$ cat src/rtl/imm_gen_pipe_if.sv
// ============================================================================
// Module      : imm_gen_pipe_if
// Description : Valid/ready bundle between an instruction producer, the
//               immediate generator and the downstream consumer.
// Revision    : 1.0 - initial release
// ============================================================================
`default_nettype none

interface imm_gen_pipe_if #(
    parameter int XLEN = 32
);
    logic            in_valid;
    logic            in_ready;
    logic [31:0]     instruction;
    logic [2:0]      inst_type;
    logic            out_valid;
    logic            out_ready;
    logic [XLEN-1:0] immediate;
    logic [2:0]      out_fmt;
    logic            out_illegal;
    logic [31:0]     out_instr;

    // Producer/consumer side (drives requests, consumes results)
    modport master (
        output in_valid, instruction, inst_type, out_ready,
        input  in_ready, out_valid, immediate, out_fmt, out_illegal, out_instr
    );

    // Immediate generator side
    modport slave (
        input  in_valid, instruction, inst_type, out_ready,
        output in_ready, out_valid, immediate, out_fmt, out_illegal, out_instr
    );
endinterface

`default_nettype wire

$ cat src/rtl/imm_gen_pipe.sv
// ============================================================================
// Module      : imm_gen_pipe
// Description : RISC-V immediate generator behind an output register plus a
//               skid register. Optional macro IMM_GEN_RVC_EN adds RVC decode.
// Revision    : 1.0 - initial release
// ============================================================================
`default_nettype none

module imm_gen_pipe #(
    parameter int XLEN        = 32,
    parameter int AUTO_DECODE = 1
) (
    input  wire logic     clk,
    input  wire logic     rst,
    imm_gen_pipe_if.slave bus
);

    localparam logic [2:0] FMT_I   = 3'b000;
    localparam logic [2:0] FMT_S   = 3'b001;
    localparam logic [2:0] FMT_B   = 3'b010;
    localparam logic [2:0] FMT_U   = 3'b011;
    localparam logic [2:0] FMT_J   = 3'b100;
    localparam logic [2:0] FMT_R   = 3'b101;
    localparam logic [2:0] FMT_C   = 3'b110;
    localparam logic [2:0] FMT_ILL = 3'b111;

    // Stored item: {instr, illegal, fmt, immediate}
    localparam int DW = XLEN + 36;

    logic [31:0] ins;
    assign ins = bus.instruction;

    // Immediates are built at 64 bits and truncated to XLEN at capture
    logic [63:0] imm_i, imm_s, imm_b, imm_u, imm_j, imm_sh;
    assign imm_i = {{52{ins[31]}}, ins[31:20]};
    assign imm_s = {{52{ins[31]}}, ins[31:25], ins[11:7]};
    assign imm_b = {{51{ins[31]}}, ins[31], ins[7], ins[30:25], ins[11:8], 1'b0};
    assign imm_u = {{32{ins[31]}}, ins[31:12], 12'b0};
    assign imm_j = {{43{ins[31]}}, ins[31], ins[19:12], ins[20], ins[30:21], 1'b0};

    generate
        if (XLEN == 64) begin : g_shamt64
            assign imm_sh = {58'b0, ins[25:20]};
        end else begin : g_shamt32
            assign imm_sh = {59'b0, ins[24:20]};
        end
    endgenerate

`ifdef IMM_GEN_RVC_EN
    logic [63:0] imm_c6, imm_clui, imm_cj, imm_cb, imm_clw;
    assign imm_c6   = {{58{ins[12]}}, ins[12], ins[6:2]};
    assign imm_clui = {{46{ins[12]}}, ins[12], ins[6:2], 12'b0};
    assign imm_cj   = {{52{ins[12]}}, ins[12], ins[8], ins[10:9], ins[6], ins[7],
                       ins[2], ins[11], ins[5:3], 1'b0};
    assign imm_cb   = {{55{ins[12]}}, ins[12], ins[6:5], ins[2], ins[11:10],
                       ins[4:3], 1'b0};
    assign imm_clw  = {57'b0, ins[5], ins[12:10], ins[6], 2'b00};
`endif

    logic [63:0] dec_imm;
    logic [2:0]  dec_fmt;
    logic        dec_ill;

    always_comb begin
        dec_imm = '0;
        dec_fmt = FMT_ILL;
        dec_ill = 1'b1;
        if (AUTO_DECODE != 0) begin
            if (ins[1:0] == 2'b11) begin
                dec_fmt = FMT_I;
                dec_ill = 1'b0;
                case (ins[6:0])
                    7'b0010011: dec_imm = (ins[13:12] == 2'b01) ? imm_sh : imm_i;
                    7'b0000011,
                    7'b1100111,
                    7'b1110011: dec_imm = imm_i;
                    7'b0100011: begin dec_imm = imm_s; dec_fmt = FMT_S; end
                    7'b1100011: begin dec_imm = imm_b; dec_fmt = FMT_B; end
                    7'b0110111,
                    7'b0010111: begin dec_imm = imm_u; dec_fmt = FMT_U; end
                    7'b1101111: begin dec_imm = imm_j; dec_fmt = FMT_J; end
                    7'b0110011: dec_fmt = FMT_R;
                    default: begin dec_fmt = FMT_ILL; dec_ill = 1'b1; end
                endcase
            end else begin
`ifdef IMM_GEN_RVC_EN
                dec_fmt = FMT_C;
                dec_ill = 1'b0;
                case ({ins[1:0], ins[15:13]})
                    5'b01_000, 5'b01_010: dec_imm = imm_c6;
                    5'b01_011: begin
                        // rd==x2 here is C.ADDI16SP, which is not supported
                        if (ins[11:7] != 5'd2) begin
                            dec_imm = imm_clui;
                        end else begin
                            dec_fmt = FMT_ILL;
                            dec_ill = 1'b1;
                        end
                    end
                    5'b01_001, 5'b01_101: dec_imm = imm_cj;
                    5'b01_110, 5'b01_111: dec_imm = imm_cb;
                    5'b00_010, 5'b00_110: dec_imm = imm_clw;
                    default: begin dec_fmt = FMT_ILL; dec_ill = 1'b1; end
                endcase
`endif
            end
        end else begin
            dec_ill = 1'b0;
            case (bus.inst_type)
                FMT_I:   begin dec_imm = imm_i; dec_fmt = FMT_I; end
                FMT_S:   begin dec_imm = imm_s; dec_fmt = FMT_S; end
                FMT_B:   begin dec_imm = imm_b; dec_fmt = FMT_B; end
                FMT_U:   begin dec_imm = imm_u; dec_fmt = FMT_U; end
                FMT_J:   begin dec_imm = imm_j; dec_fmt = FMT_J; end
                default: begin dec_fmt = FMT_ILL; dec_ill = 1'b1; end
            endcase
        end
    end

    logic [DW-1:0] new_item;
    assign new_item = {ins, dec_ill, dec_fmt, dec_imm[XLEN-1:0]};

    logic          or_valid_q, or_valid_d;
    logic [DW-1:0] or_data_q,  or_data_d;
    logic          sk_valid_q, sk_valid_d;
    logic [DW-1:0] sk_data_q,  sk_data_d;

    logic accept, or_free;
    assign accept  = bus.in_valid && !sk_valid_q;
    assign or_free = !or_valid_q || bus.out_ready;

    always_comb begin
        or_valid_d = or_valid_q;
        or_data_d  = or_data_q;
        sk_valid_d = sk_valid_q;
        sk_data_d  = sk_data_q;
        if (or_free) begin
            // The skid entry is older than anything arriving this cycle
            if (sk_valid_q) begin
                or_valid_d = 1'b1;
                or_data_d  = sk_data_q;
                sk_valid_d = accept;
                if (accept) begin
                    sk_data_d = new_item;
                end
            end else begin
                or_valid_d = accept;
                if (accept) begin
                    or_data_d = new_item;
                end
            end
        end else if (accept) begin
            sk_valid_d = 1'b1;
            sk_data_d  = new_item;
        end
    end

    always_ff @(posedge clk) begin
        if (rst) begin
            or_valid_q <= 1'b0;
            or_data_q  <= '0;
            sk_valid_q <= 1'b0;
            sk_data_q  <= '0;
        end else begin
            or_valid_q <= or_valid_d;
            or_data_q  <= or_data_d;
            sk_valid_q <= sk_valid_d;
            sk_data_q  <= sk_data_d;
        end
    end

    assign bus.in_ready    = !sk_valid_q;
    assign bus.out_valid   = or_valid_q;
    assign bus.out_instr   = or_data_q[DW-1 -: 32];
    assign bus.out_illegal = or_data_q[XLEN+3];
    assign bus.out_fmt     = or_data_q[XLEN+2 -: 3];
    assign bus.immediate   = or_data_q[XLEN-1:0];

endmodule

`default_nettype wire

$ cat src/flat_wrapper.sv
// flat-port wrapper written by rule: the top's interface ports become plain ports
module imm_gen_pipe_flat 
#(
    parameter int XLEN        = 32,
    parameter int AUTO_DECODE = 1
)
  (clk, rst, bus_in_valid, bus_instruction, bus_inst_type, bus_out_ready, bus_in_ready, bus_out_valid, bus_immediate, bus_out_fmt, bus_out_illegal, bus_out_instr);
  imm_gen_pipe_if #(.XLEN(XLEN)) bus_i ();
  input  wire logic clk;
  input  wire logic rst;
  input wire logic [$bits(bus_i.in_valid)-1:0] bus_in_valid;
  input wire logic [$bits(bus_i.instruction)-1:0] bus_instruction;
  input wire logic [$bits(bus_i.inst_type)-1:0] bus_inst_type;
  input wire logic [$bits(bus_i.out_ready)-1:0] bus_out_ready;
  output wire logic [$bits(bus_i.in_ready)-1:0] bus_in_ready;
  output wire logic [$bits(bus_i.out_valid)-1:0] bus_out_valid;
  output wire logic [$bits(bus_i.immediate)-1:0] bus_immediate;
  output wire logic [$bits(bus_i.out_fmt)-1:0] bus_out_fmt;
  output wire logic [$bits(bus_i.out_illegal)-1:0] bus_out_illegal;
  output wire logic [$bits(bus_i.out_instr)-1:0] bus_out_instr;
  assign bus_i.in_valid = bus_in_valid;
  assign bus_i.instruction = bus_instruction;
  assign bus_i.inst_type = bus_inst_type;
  assign bus_i.out_ready = bus_out_ready;
  assign bus_in_ready = bus_i.in_ready;
  assign bus_out_valid = bus_i.out_valid;
  assign bus_immediate = bus_i.immediate;
  assign bus_out_fmt = bus_i.out_fmt;
  assign bus_out_illegal = bus_i.out_illegal;
  assign bus_out_instr = bus_i.out_instr;
  imm_gen_pipe #(.XLEN(XLEN), .AUTO_DECODE(AUTO_DECODE)) u_core (.clk(clk), .rst(rst), .bus(bus_i));
endmodule
$ cat config.mk
export PLATFORM = sky130hd
export DESIGN_NAME = imm_gen_pipe_flat
export DESIGN_NICKNAME = d
export VERILOG_FILES = /design/src/rtl/imm_gen_pipe_if.sv /design/src/rtl/imm_gen_pipe.sv /design/src/flat_wrapper.sv
export SDC_FILE = /design/constraint.sdc
export NUM_CORES = 1
export LEC_CHECK = 0
export BUFFER_PORTS_ARGS = -buffer_cell sky130_fd_sc_hd__buf_2
export CAP_MARGIN = 15
export CORE_ASPECT_RATIO = 1.1
export CORE_MARGIN = 4
export CORE_UTILIZATION = 48
export DETAILED_ROUTE_END_ITERATION = 7
export PLACE_DENSITY = 0.7
export SLEW_MARGIN = 15
export SYNTH_ARGS = -nofsm -noshare
export SYNTH_HDL_FRONTEND = slang
export SYNTH_SLANG_ARGS = --single-unit
$ cat constraint.sdc
create_clock -name clk -period 2.29 [get_ports clk]
set_input_delay 0.229 -clock clk [delete_from_list [all_inputs] [get_ports clk]]
set_output_delay 0.229 -clock clk [all_outputs]
set_load 0.01 [all_outputs]
==> results.py, run 1 <==
metrics = {
    "sta": {
        "setup_violations": 0,
        "rsz0062_at_grt": "no",
        "max_freq_ghz": 0.509,
        "hold_viol": 0,
        "hold_ws_ns": 0.0650,
        "min_period_ns": 1.96,
        "fin_crit_sh_pct": 85.8,
        "finalMaxSlewViolations": 0,
        "fin_tns_setup_ns": 0,
        "layout_setup_ws_ns": 0.326,
        "clock_skew_ns": 0.0132,
        "tightestPinTransition_ns": 0.751,
        "maxSlewHeadroom_pct": 49.9,
    },
    "worst_setup_path": {
        "critPathMaxFanout": 15,
        "slowest_delay_ns": 0.41,
        "reg2reg_to": "u_core.sk_data_q[7]",
        "required_ns": 2.66,
        "critPathKind": "reg2reg",
        "crit_slowest_cell": "nor2_1",
        "critPathLaunchType": "flop",
        "end_kind": "flop",
        "r2r_start": "u_core.bus.out_valid",
        "critPathTopFamily": "simple AND/OR/NAND/NOR gates",
        "reg2reg_slack_ns": 0.33,
        "critical_path.cell_chain": "nor2b_1 -> nand2_1 -> buf_4 -> nor2_1 -> a32o_1",
        "cp.arrival_ns": 2.33,
        "critPathBufInv": 1,
        "r2r_cells": 5,
    },
    "global_routing": {
        "antenna_found_initial": 0,
        "grt_usage_pct": 23.3,
        "grt_overflow_total": 0,
        "grt_pass1_vias": 5468,
        "grt_first_pass_wirelength_mm": 27.0,
        "grt_max_degree": 89,
    },
    "placed_design": {
        "io_buffers": 105,
        "place_worst_setup_slack_ns": 0.311,
        "gp_congestion": 0.838,
        "numPlacedInstances": 929,
        "placed_cell_area_mm2": 0.00669,
        "hpwlAfterDp_mm": 11.2,
    },
    "die": {
        "fp.coreArea_mm2": 0.0121,
        "initial_core_util_pct": 49.6,
        "ios": 109,
        "rows": 42,
        "die_w_um": 115,
        "die-area_mm2": 0.0144,
        "die_h_um": 125,
    },
    "hold_path": {
        "whs_path_depth": 3,
        "min_to": "u_core.sk_data_q[52]",
        "worstHoldPathType": "in2reg",
        "hold_start": "bus_instruction[16]",
    },
    "clock_tree": {
        "clk_path_buf_depth": 2,
        "clock-root-buffer": "clkbuf_16",
        "ctsResizeCount": 0,
        "cts.sinks": 138,
        "clkTransAtPathRegs_ns": 0.06,
        "cts_tree": "done",
        "cts_max_level": 4,
        "holdBufCountCts": 0,
        "cts_buffers": 17,
        "cts_setup_buffers": 0,
        "clock_latency_ns": 0.42,
    },
    "synth": {
        "synth_ff_type": "dfxtp_1",
        "ys_seq_elements": 138,
        "synth-edff-count": 0,
        "ys.warnings.count": 0,
        "synth_area_per_cell_um2": 8.46,
        "synth.distinct_cells": 51,
        "synth-async-reset-ratio_pct": 0,
        "synth_fp_nets": 750,
        "yosysSeqAreaShare_pct": 45.9,
        "synthCells": 711,
        "synthesis.area_mm2": 0.00602,
    },
    "finish": {
        "final_common_cell": "dfxtp_1",
        "area_growth_pct": 21.1,
        "multiInputGateArea_mm2": 0.00299,
        "regArea_mm2": 0.00276,
        "nets": 833,
        "layout_common_cells": "dfxtp_1 (137), nand2_1 (126), buf_2 (104)",
        "drive_gt1_share_pct": 22.3,
        "fillers": 1086,
        "fin_area_mm2": 0.00729,
        "antennaDiodeCount": 0,
        "instances_no_fill": 960,
    },
    "run": {
        "max_cap_violations": 0,
    },
    "power_and_ir_drop": {
        "swShare_pct": 25.1,
        "p_int_mw": 4.48,
        "p_sw_mw": 1.50,
        "pwr-share-seq_pct": 42.8,
        "vdd_drop_max_v": 0.000552,
        "p_clk_share_pct": 46.4,
        "power_density_mw_per_mm2": 821,
        "pwr-share-comb_pct": 10.8,
        "leakagePower_nw": 2.70,
    },
    "routing": {
        "firstDrtPassIters": 6,
        "drt_iter0_markers": 418,
        "wire_per_inst_um": 17.2,
        "drt_wl_total_mm": 16.5,
        "drc": 0,
        "via_per_inst": 5.78,
        "antenna_left": 0,
        "via_count": 5551,
    },
    "status": {
        "status": "finished, final reports clean",
    },
}
tightest hold or removal path: cells and delay by family:
family / cells / cell delay [ns]
buffers and inverters: 1 / 0.11
AND/OR/NAND/NOR: 1 / 0.05
AO/OA/AOI/OAI: 1 / 0.05
logic make-up after synthesis:
group	synth area share, %
AO/OA/AOI/OAI	25.0
flip-flops	45.9
multiplexers	5.49
buffers and inverters	4.68
AND/OR/NAND/NOR	18.8
XOR/XNOR	0.146
cell type report:
class                      count  share of cell area (%)
tap                          154                    2.64
sequential                   138                    37.9
clock inverter                10                    1.97
timing repair buffer         127                    10.0
clock buffer                  21                    6.18
inverter                       5                   0.258
multi-input combinational    505                    41.0
flip-flops by register name, summed over array words and instances (netlist names):
register              cells
u_core.bus.out_valid      1
u_core.sk_valid_q         1
u_core.sk_data_q         68
u_core.or_data_q         68
per-layer routing:
layer	track usage [%]	vias up	part of all wire (%)	wire length, µm
met1	30.3	2639	45	7380
met4	10.2	0	1.9	318
met5	0	-	0	0
met2	37.1	172	48	7910
li1	-	2715	-	-
met3	5.12	25	5.5	916
power by group through the flow:
stage,logic (mW),clock network (mW),registers (mW)
2_1_floorplan,0.363,0,2.64
3_3_place_gp,0.629,0,2.61
3_5_place_dp,0.642,0,2.61
4_1_cts,0.647,2.81,2.56
5_1_grt,0.713,2.92,2.57
6_report,0.643,2.78,2.56
through the flow:
step / util, % / total power [mW]
after floorplan: - / 3.00
after global placement: 55.1 / 3.24
after detailed placement: 55.1 / 3.26
after CTS: 60.0 / 6.02
after global routing: 60.0 / 6.20
final: 60.0 / 5.99
Yosys cell counts (2+ instances only):
cell type  number  area [µm²]
nand2_1       126         473
inv_1           5        18.8
buf_6           2        22.5
a211oi_1       48         360
o22ai_1         2        12.5
buf_2           9        45.0
a21oi_1        54         270
a311oi_1       12         105
buf_1           4        15.0
o32ai_1         2        17.5
nor2b_1         6        37.5
and3_1          3        18.8
nand2b_1        5        31.3
mux2i_1        33         330
a31oi_1         8        50.1
a221oi_1        8        70.1
clkbuf_1       48         180
dfxtp_1       138        2760
a31o_2          6        52.6
a32o_1          6        60.1
and2_1          4        25.0
nor2_1         77         289
a32oi_1         5        43.8
a21boi_0        2        15.0
nor3_1         13        65.1
nand3_1        12        60.1
and2_0         11        68.8
o21ai_0        30         150
a311oi_2       10         150
worst max-delay path by stage:
stage	end	depth (start not counted)	slack (ns)	from
2_1_floorplan	u_core.or_data_q[21]	7	0.53	bus_instruction[2]
3_3_place_gp	u_core.or_data_q[19]	5	0.34	bus_instruction[6]
3_5_place_dp	u_core.or_data_q[14]	5	0.31	bus_instruction[6]
4_1_cts	u_core.sk_data_q[5]	5	0.33	u_core.bus.out_valid
5_1_grt	u_core.sk_data_q[33]	5	0.22	u_core.bus.out_valid
6_report	u_core.sk_data_q[7]	5	0.33	u_core.bus.out_valid
(Power assumes the default switching activity.)
==> inputs of run 2 (changes only) <==
==> constraint.sdc (replaced) <==
create_clock -name clk -period 1.9 [get_ports clk]
set_input_delay 0.19 -clock clk [delete_from_list [all_inputs] [get_ports clk]]
set_output_delay 0.19 -clock clk [all_outputs]
set_load 0.01 [all_outputs]
==> run 2 against run 1 <==
Against the previous run:
- worst setup slack worse by 0.030 ns
- routed wire length up 4.4%
- via count up 3.2%
- total power up 29%
- clock power up 37%
- final area up 3.0%
- flip-flop and latch count unchanged
- sequential power up 21%
- combinational power up 25%
- non-clock buffer count up 11
- critical path depth unchanged
- critical path type unchanged
- critical endpoint is now u_core.sk_data_q[0]
- largest cell class unchanged
==> results.py, run 2 (synthesis results as in run 1) <==
metrics = {
    "routing": {
        "route.met3.wl_mm": 1.10,
        "drc": 0,
        "via_per_inst": 5.90,
        "drt_wl_total_mm": 17.3,
        "antenna_left": 0,
        "wire_per_inst_um": 17.8,
        "firstDrtPassIters": 8,
        "drt_iter0_markers": 462,
        "highest_layer": "met4",
        "wl_met2_mm": 8.34,
        "via_count": 5727,
        "wl_met1_mm": 7.59,
    },
    "finish": {
        "fillers": 1016,
        "reg_top3": "u_core.or_data_q (68), u_core.sk_data_q (68)",
        "drive_gt1_share_pct": 24.2,
        "instances_no_fill": 971,
        "nets": 844,
        "final_common_cell": "dfxtp_1",
        "antennaDiodeCount": 0,
        "layout_common_cells": "dfxtp_1 (137), nand2_1 (125), buf_2 (104)",
        "area_growth_pct": 24.7,
    },
    "status": {
        "status": "finished, final reports clean",
    },
    "sta": {
        "max_freq_ghz": 0.624,
        "finalMaxSlewViolations": 0,
        "hold_viol": 0,
        "clock_skew_ns": 0.00627,
        "fin_crit_sh_pct": 84.4,
        "maxSlewHeadroom_pct": 61.4,
        "fin_tns_setup_ns": 0,
        "rsz0062_at_grt": "no",
        "min_period_ns": 1.60,
        "setup_violations": 0,
        "tightestPinTransition_ns": 0.576,
    },
    "hold_path": {
        "worstHoldPathType": "in2reg",
    },
    "die": {
        "die_w_um": 115,
        "fp.coreArea_mm2": 0.0121,
        "die-area_mm2": 0.0144,
        "ios": 109,
        "initial_core_util_pct": 49.6,
        "rows": 42,
        "die_h_um": 125,
    },
    "clock_tree": {
        "cts_setup_buffers": 0,
        "cts.sinks": 138,
        "clock_latency_ns": 0.41,
        "cts_tree": "done",
        "clkTransAtPathRegs_ns": 0.06,
        "cts_max_level": 4,
        "cts_buffers": 17,
        "clk_path_buf_depth": 2,
        "clock-root-buffer": "clkbuf_16",
    },
    "placed_design": {
        "hpwlAfterDp_mm": 11.6,
        "numPlacedInstances": 940,
        "io_buffers": 105,
        "gp_congestion": 0.858,
    },
    "global_routing": {
        "grt_overflow_total": 0,
        "grt_pass1_vias": 5637,
        "grt_first_pass_wirelength_mm": 28.1,
        "grt_usage_pct": 24.0,
        "antenna_found_initial": 0,
        "grt_max_degree": 70,
    },
    "worst_setup_path": {
        "critPathMaxFanout": 18,
        "reg2reg_slack_ns": 0.30,
        "end_kind": "flop",
        "critPathLaunchType": "flop",
        "critPathKind": "reg2reg",
        "cp.arrival_ns": 1.92,
        "required_ns": 2.22,
    },
    "power_and_ir_drop": {
        "power_density_mw_per_mm2": 1030,
        "leakagePower_nw": 2.82,
        "vdd_drop_max_v": 0.000623,
    },
    "run": {
        "max_cap_violations": 0,
    },
}
run 2: repair_timing:
item	in CTS	in global routing
gates resized for setup	1	4
pin swaps	0	0
hold buffers	0	0
setup endpoints to repair	8	38
run 2: worst paths after layout:
check | start | to | cells past startpoint
setup / recovery | u_core.bus.out_valid | u_core.sk_data_q[0] | 5
hold / removal | bus_instruction[19] | u_core.sk_data_q[55] | 3
setup reg to reg | u_core.bus.out_valid | u_core.sk_data_q[0] | 5
hold reg to reg | u_core.sk_data_q[61] | u_core.sk_data_q[61] | 2
run 2: area by class of cell:
class | count | area (µm²) | share of cell area [%]
Clock buffer | 20 | 467 | 6.22
Clock inverter | 11 | 215 | 2.87
Inverter | 5 | 18.8 | 0.250
Multi-Input combinational cell | 505 | 3000 | 39.9
Sequential cell | 138 | 2760 | 36.8
Tap cell | 154 | 193 | 2.57
Timing Repair Buffer | 138 | 851 | 11.3
run 2: where the power goes:
part / leakage, nW / switching, mW / internal, mW
sequential: 1.13 / 0.0653 / 3.02
clock: 0.332 / 1.25 / 2.56
combinational: 1.36 / 0.504 / 0.302
total: 2.82 / 1.82 / 5.89
run 2: critical path, cell delays in order, from the launching register on:
cell      delay [ns]
dfxtp_1         0.35
nor2b_2         0.30
and2_4          0.35
buf_4           0.23
nor2_1          0.05
a211oi_1        0.23
run 2: per-stage QoR:
step	hold WS, ns	cell area, µm²	total power [mW]	utilization (%)	setup slack [ns]
finish	0.0317	7510	7.71	61.8	0.296
global route	0.0394	7510	7.96	61.8	0.131
CTS	0.0147	7500	7.74	61.8	0.00967
detailed placement	0.447	6810	3.95	56.1	0.0143
global placement	0.441	6810	3.92	56.1	0.105
floorplan	0.326	6020	3.62	-	0.179
run 2: routing by layer:
metal / vias up / global-route usage [%]
li1: 2737 / -
met1: 2750 / 32.1
met2: 220 / 39.0
met3: 20 / 5.12
met4: 0 / 7.11
met5: - / 0
==> inputs of run 3 (changes only) <==
--- a/config.mk
+++ b/config.mk
@@ -5,13 +5,14 @@
 export SDC_FILE = /design/constraint.sdc
 export NUM_CORES = 1
 export LEC_CHECK = 0
+export ABC_AREA = 1
 export BUFFER_PORTS_ARGS = -buffer_cell sky130_fd_sc_hd__buf_2
 export CAP_MARGIN = 15
 export CORE_ASPECT_RATIO = 1.1
 export CORE_MARGIN = 4
 export CORE_UTILIZATION = 48
 export DETAILED_ROUTE_END_ITERATION = 7
-export PLACE_DENSITY = 0.7
+export PLACE_DENSITY = 0.73
 export SLEW_MARGIN = 15
 export SYNTH_ARGS = -nofsm -noshare
 export SYNTH_HDL_FRONTEND = slang
==> constraint.sdc (replaced) <==
create_clock -name clk -period 1.3 [get_ports clk]
set_input_delay 0.13 -clock clk [delete_from_list [all_inputs] [get_ports clk]]
set_output_delay 0.13 -clock clk [all_outputs]
set_load 0.01 [all_outputs]
==> run 3 against run 2 <==
Against the previous run:
- the run now ends with negative setup slack left
- fmax grew 11%
- sequential power grew 47%
- sequential share of layout area shrank 5.6 points
- clock skew shrank 0.00069 ns
- hold slack lost 0.016 ns
- clock-buffer cell count is the same
- clock power grew 35%
- final area grew 18%
- non-clock buffer count grew 77
==> results.py, run 3 <==
metrics = {
    "synth": {
        "synth_area_per_cell_um2": 7.06,
        "post-synth-top-area-fraction_pct": 43.6,
        "yosys.area.top_type": "dfxtp_1",
        "synth_top_family_by_area": "simple AND/OR/NAND/NOR gates",
        "synth_ff_type": "dfxtp_1",
        "synth-edff-count": 0,
        "synth-adder-area-share_pct": 0,
        "post-synth-top-count-cell": "nand2_1",
        "yosys.area_share.simple_pct": 28.5,
        "synth_fp_nets": 937,
        "synthesis.area_mm2": 0.00634,
        "synth_compound_area_share_pct": 20.6,
        "synth_area_leaders": "dfxtp_1 (44%), nand2_1 (13%), nor2_1 (6.7%), o21ai_0 (6.4%), a21oi_1 (5.6%)",
        "yosysSeqAreaShare_pct": 43.6,
        "synthCells": 898,
        "synth.distinct_cells": 30,
        "synth_commonest_cells": "nand2_1 (214), dfxtp_1 (138), nor2_1 (113), o21ai_0 (81), a21oi_1 (71)",
        "ys.warnings.count": 0,
        "synth-xor-area-share_pct": 0,
        "ys_seq_elements": 138,
        "synth-async-reset-ratio_pct": 0,
        "synthMuxAreaShare_pct": 0,
    },
    "die": {
        "die-area_mm2": 0.0151,
        "rows": 43,
        "initial_core_util_pct": 49.7,
        "die_h_um": 129,
        "ios": 109,
        "fp.coreArea_mm2": 0.0128,
        "die_w_um": 118,
    },
    "finish": {
        "antennaDiodeCount": 0,
        "layout_common_cells": "nand2_1 (214), dfxtp_1 (136), buf_2 (104)",
        "fin_area_mm2": 0.00886,
        "multiInputGateArea_mm2": 0.00328,
        "final_common_cell": "nand2_1",
        "regArea_mm2": 0.00277,
        "drive_gt1_share_pct": 29.7,
        "fillers": 1014,
        "area_growth_pct": 39.8,
        "nets": 1102,
        "final_core_util_pct": 69.5,
        "reg_top3": "u_core.or_data_q (68), u_core.sk_data_q (68)",
    },
    "power_and_ir_drop": {
        "power_density_mw_per_mm2": 1260,
        "p_total_mw": 11.2,
        "leakagePower_nw": 4.17,
        "vdd_drop_max_v": 0.000924,
    },
    "global_routing": {
        "grt_max_degree": 68,
        "grt_overflow_total": 0,
        "grt_usage_pct": 25.8,
        "grt_first_pass_wirelength_mm": 31.8,
        "antenna_found_initial": 0,
        "grt_pass1_vias": 6568,
    },
    "clock_tree": {
        "clock_latency_ns": 0.44,
        "clock-root-buffer": "clkbuf_16",
        "cts_max_level": 4,
        "cts_buffers": 17,
        "clkTransAtPathRegs_ns": 0.06,
        "cts_tree": "done",
        "cts.sinks": 138,
        "clk_path_buf_depth": 2,
    },
    "routing": {
        "drt_iter0_markers": 731,
        "via_count": 6962,
        "wire_per_inst_um": 16.7,
        "firstDrtPassIters": 6,
        "drc": 0,
        "drt_wl_total_mm": 20.6,
        "antenna_left": 0,
        "via_per_inst": 5.65,
    },
    "sta": {
        "clock_skew_ns": 0.00559,
        "fin_crit_sh_pct": 111,
        "finalMaxSlewViolations": 0,
        "max_freq_ghz": 0.692,
        "tightestPinTransition_ns": 0.521,
        "maxSlewHeadroom_pct": 65.1,
        "hold_ws_ns": 0.0161,
        "hold_viol": 0,
        "rsz0062_at_grt": "yes",
        "setup_violations": 53,
        "layout_setup_ws_ns": -0.146,
        "min_period_ns": 1.45,
    },
    "worst_setup_path": {
        "critPathLaunchType": "flop",
        "required_ns": 1.61,
        "cp.arrival_ns": 1.76,
        "cpMostUsedCell": "nor2_1",
        "critPathMaxFanout": 15,
        "crit_slowest_cell": "dfxtp_4",
        "critical_path.cell_chain": "clkinv_4 -> buf_8 -> buf_12 -> buf_4 -> nor2_1 -> nor2_1 -> nand2_1 -> a21oi_1",
        "r2r_start": "u_core.sk_valid_q",
        "slowest_delay_ns": 0.37,
        "critPathTopFamily": "buffers and inverters",
        "critPathBufInv": 4,
        "r2r_cells": 8,
        "reg2reg_to": "u_core.or_data_q[4]",
        "critPathKind": "reg2reg",
        "end_kind": "flop",
        "reg2reg_slack_ns": -0.15,
    },
    "hold_path": {
        "worstHoldPathType": "in2reg",
        "min_to": "u_core.or_data_q[66]",
        "whs_path_depth": 3,
        "hold_start": "bus_instruction[30]",
    },
    "placed_design": {
        "placed_cell_area_mm2": 0.00740,
        "io_buffers": 105,
        "hpwlAfterDp_mm": 11.7,
        "gp_congestion": 0.868,
    },
    "status": {
        "status": "finished with violations",
        "violations": "negative setup slack",
    },
    "run": {
        "max_cap_violations": 0,
    },
}
==> run 3: cell types whose count changed after synthesis, moves of 12 or more <==
cell / before / now
nand2_1: 126 / 214
o21ai_0: 30 / 81
a211oi_1: 48 / 0
a31oi_1: 8 / 52
nor2_1: 77 / 113
mux2i_1: 33 / 0
inv_1: 5 / 37
nand3_1: 12 / 37
nand4_1: 0 / 20
a21oi_1: 54 / 71
a311oi_1: 12 / 0
nand3_2: 0 / 12
nor2_2: 0 / 12
==> run 3: worst reg2reg max path, delay by kind of cell (launching register included) <==
kind / cells / cell delay (ns)
AO/OA/AOI/OAI: 1 / 0.07
buffers and inverters: 4 / 0.53
flip-flops: 1 / 0.37
AND/OR/NAND/NOR: 3 / 0.35
==> run 3: cells by family (layout without fill, tap and decap cells) <==
family,after synthesis,after routing
and+or+nand+nor,417,417
AOI/OAI and AO/OA,231,231
DFF,138,138
buffers and inverters,112,290
==> run 3: stage by stage <==
step | setup TNS [ns] | worst slack (ns) | cells
after floorplan | -0.978 | -0.0480 | 898
after CTS | -0.671 | -0.0659 | 1218
after global routing | -7.63 | -0.231 | 1233
after detailed placement | -13.74 | -0.354 | 1160
final | -1.65 | -0.146 | 1233
after global placement | -12.48 | -0.352 | 1160
==> run 3: layer usage <==
layer | global-route usage [%] | wire length (µm)
met3 | 6.46 | 1540
met4 | 10.9 | 518
met5 | 0 | 0
met1 | 32.0 | 8710
met2 | 43.4 | 9880
==> run 3: worst max-delay path by stage <==
stage	startpoint	cells past startpoint	to	slack, ns
final	u_core.sk_valid_q	8	u_core.or_data_q[4]	-0.15
after global routing	u_core.sk_valid_q	8	u_core.or_data_q[4]	-0.23
after CTS	u_core.sk_valid_q	7	u_core.or_data_q[35]	-0.07
after detailed placement	bus_instruction[0]	9	u_core.or_data_q[20]	-0.35
after global placement	bus_instruction[0]	9	u_core.or_data_q[20]	-0.35
after floorplan	u_core.sk_valid_q	8	u_core.or_data_q[0]	-0.05
==> run 3: area by class of cell <==
type	count	share of cell area (%)
clock inverters	12	1.95
well taps	157	2.22
flip-flops and latches	138	31.2
inverters	43	2.02
repair buffers	215	20.5
clock buffers	20	5.04
multi-input cells	648	37.0
==> run 3: power by group <==
group          switching [mW]  internal (mW)  leakage [nW]
logic                   0.835          0.654          2.75
clock network            1.90           3.25         0.300
registers               0.115           4.43          1.13
total                    2.85           8.33          4.17
==> run 3: repair_timing <==
action / in CTS / in global routing
hold buffers: 13 / 0
pin swaps: 11 / 5
endpoints found under the hold margin: 20 / 0
setup endpoints to repair: 93 / 114
setup buffers: 8 / 6
resized for setup: 23 / 85
gates cloned: 5 / 9
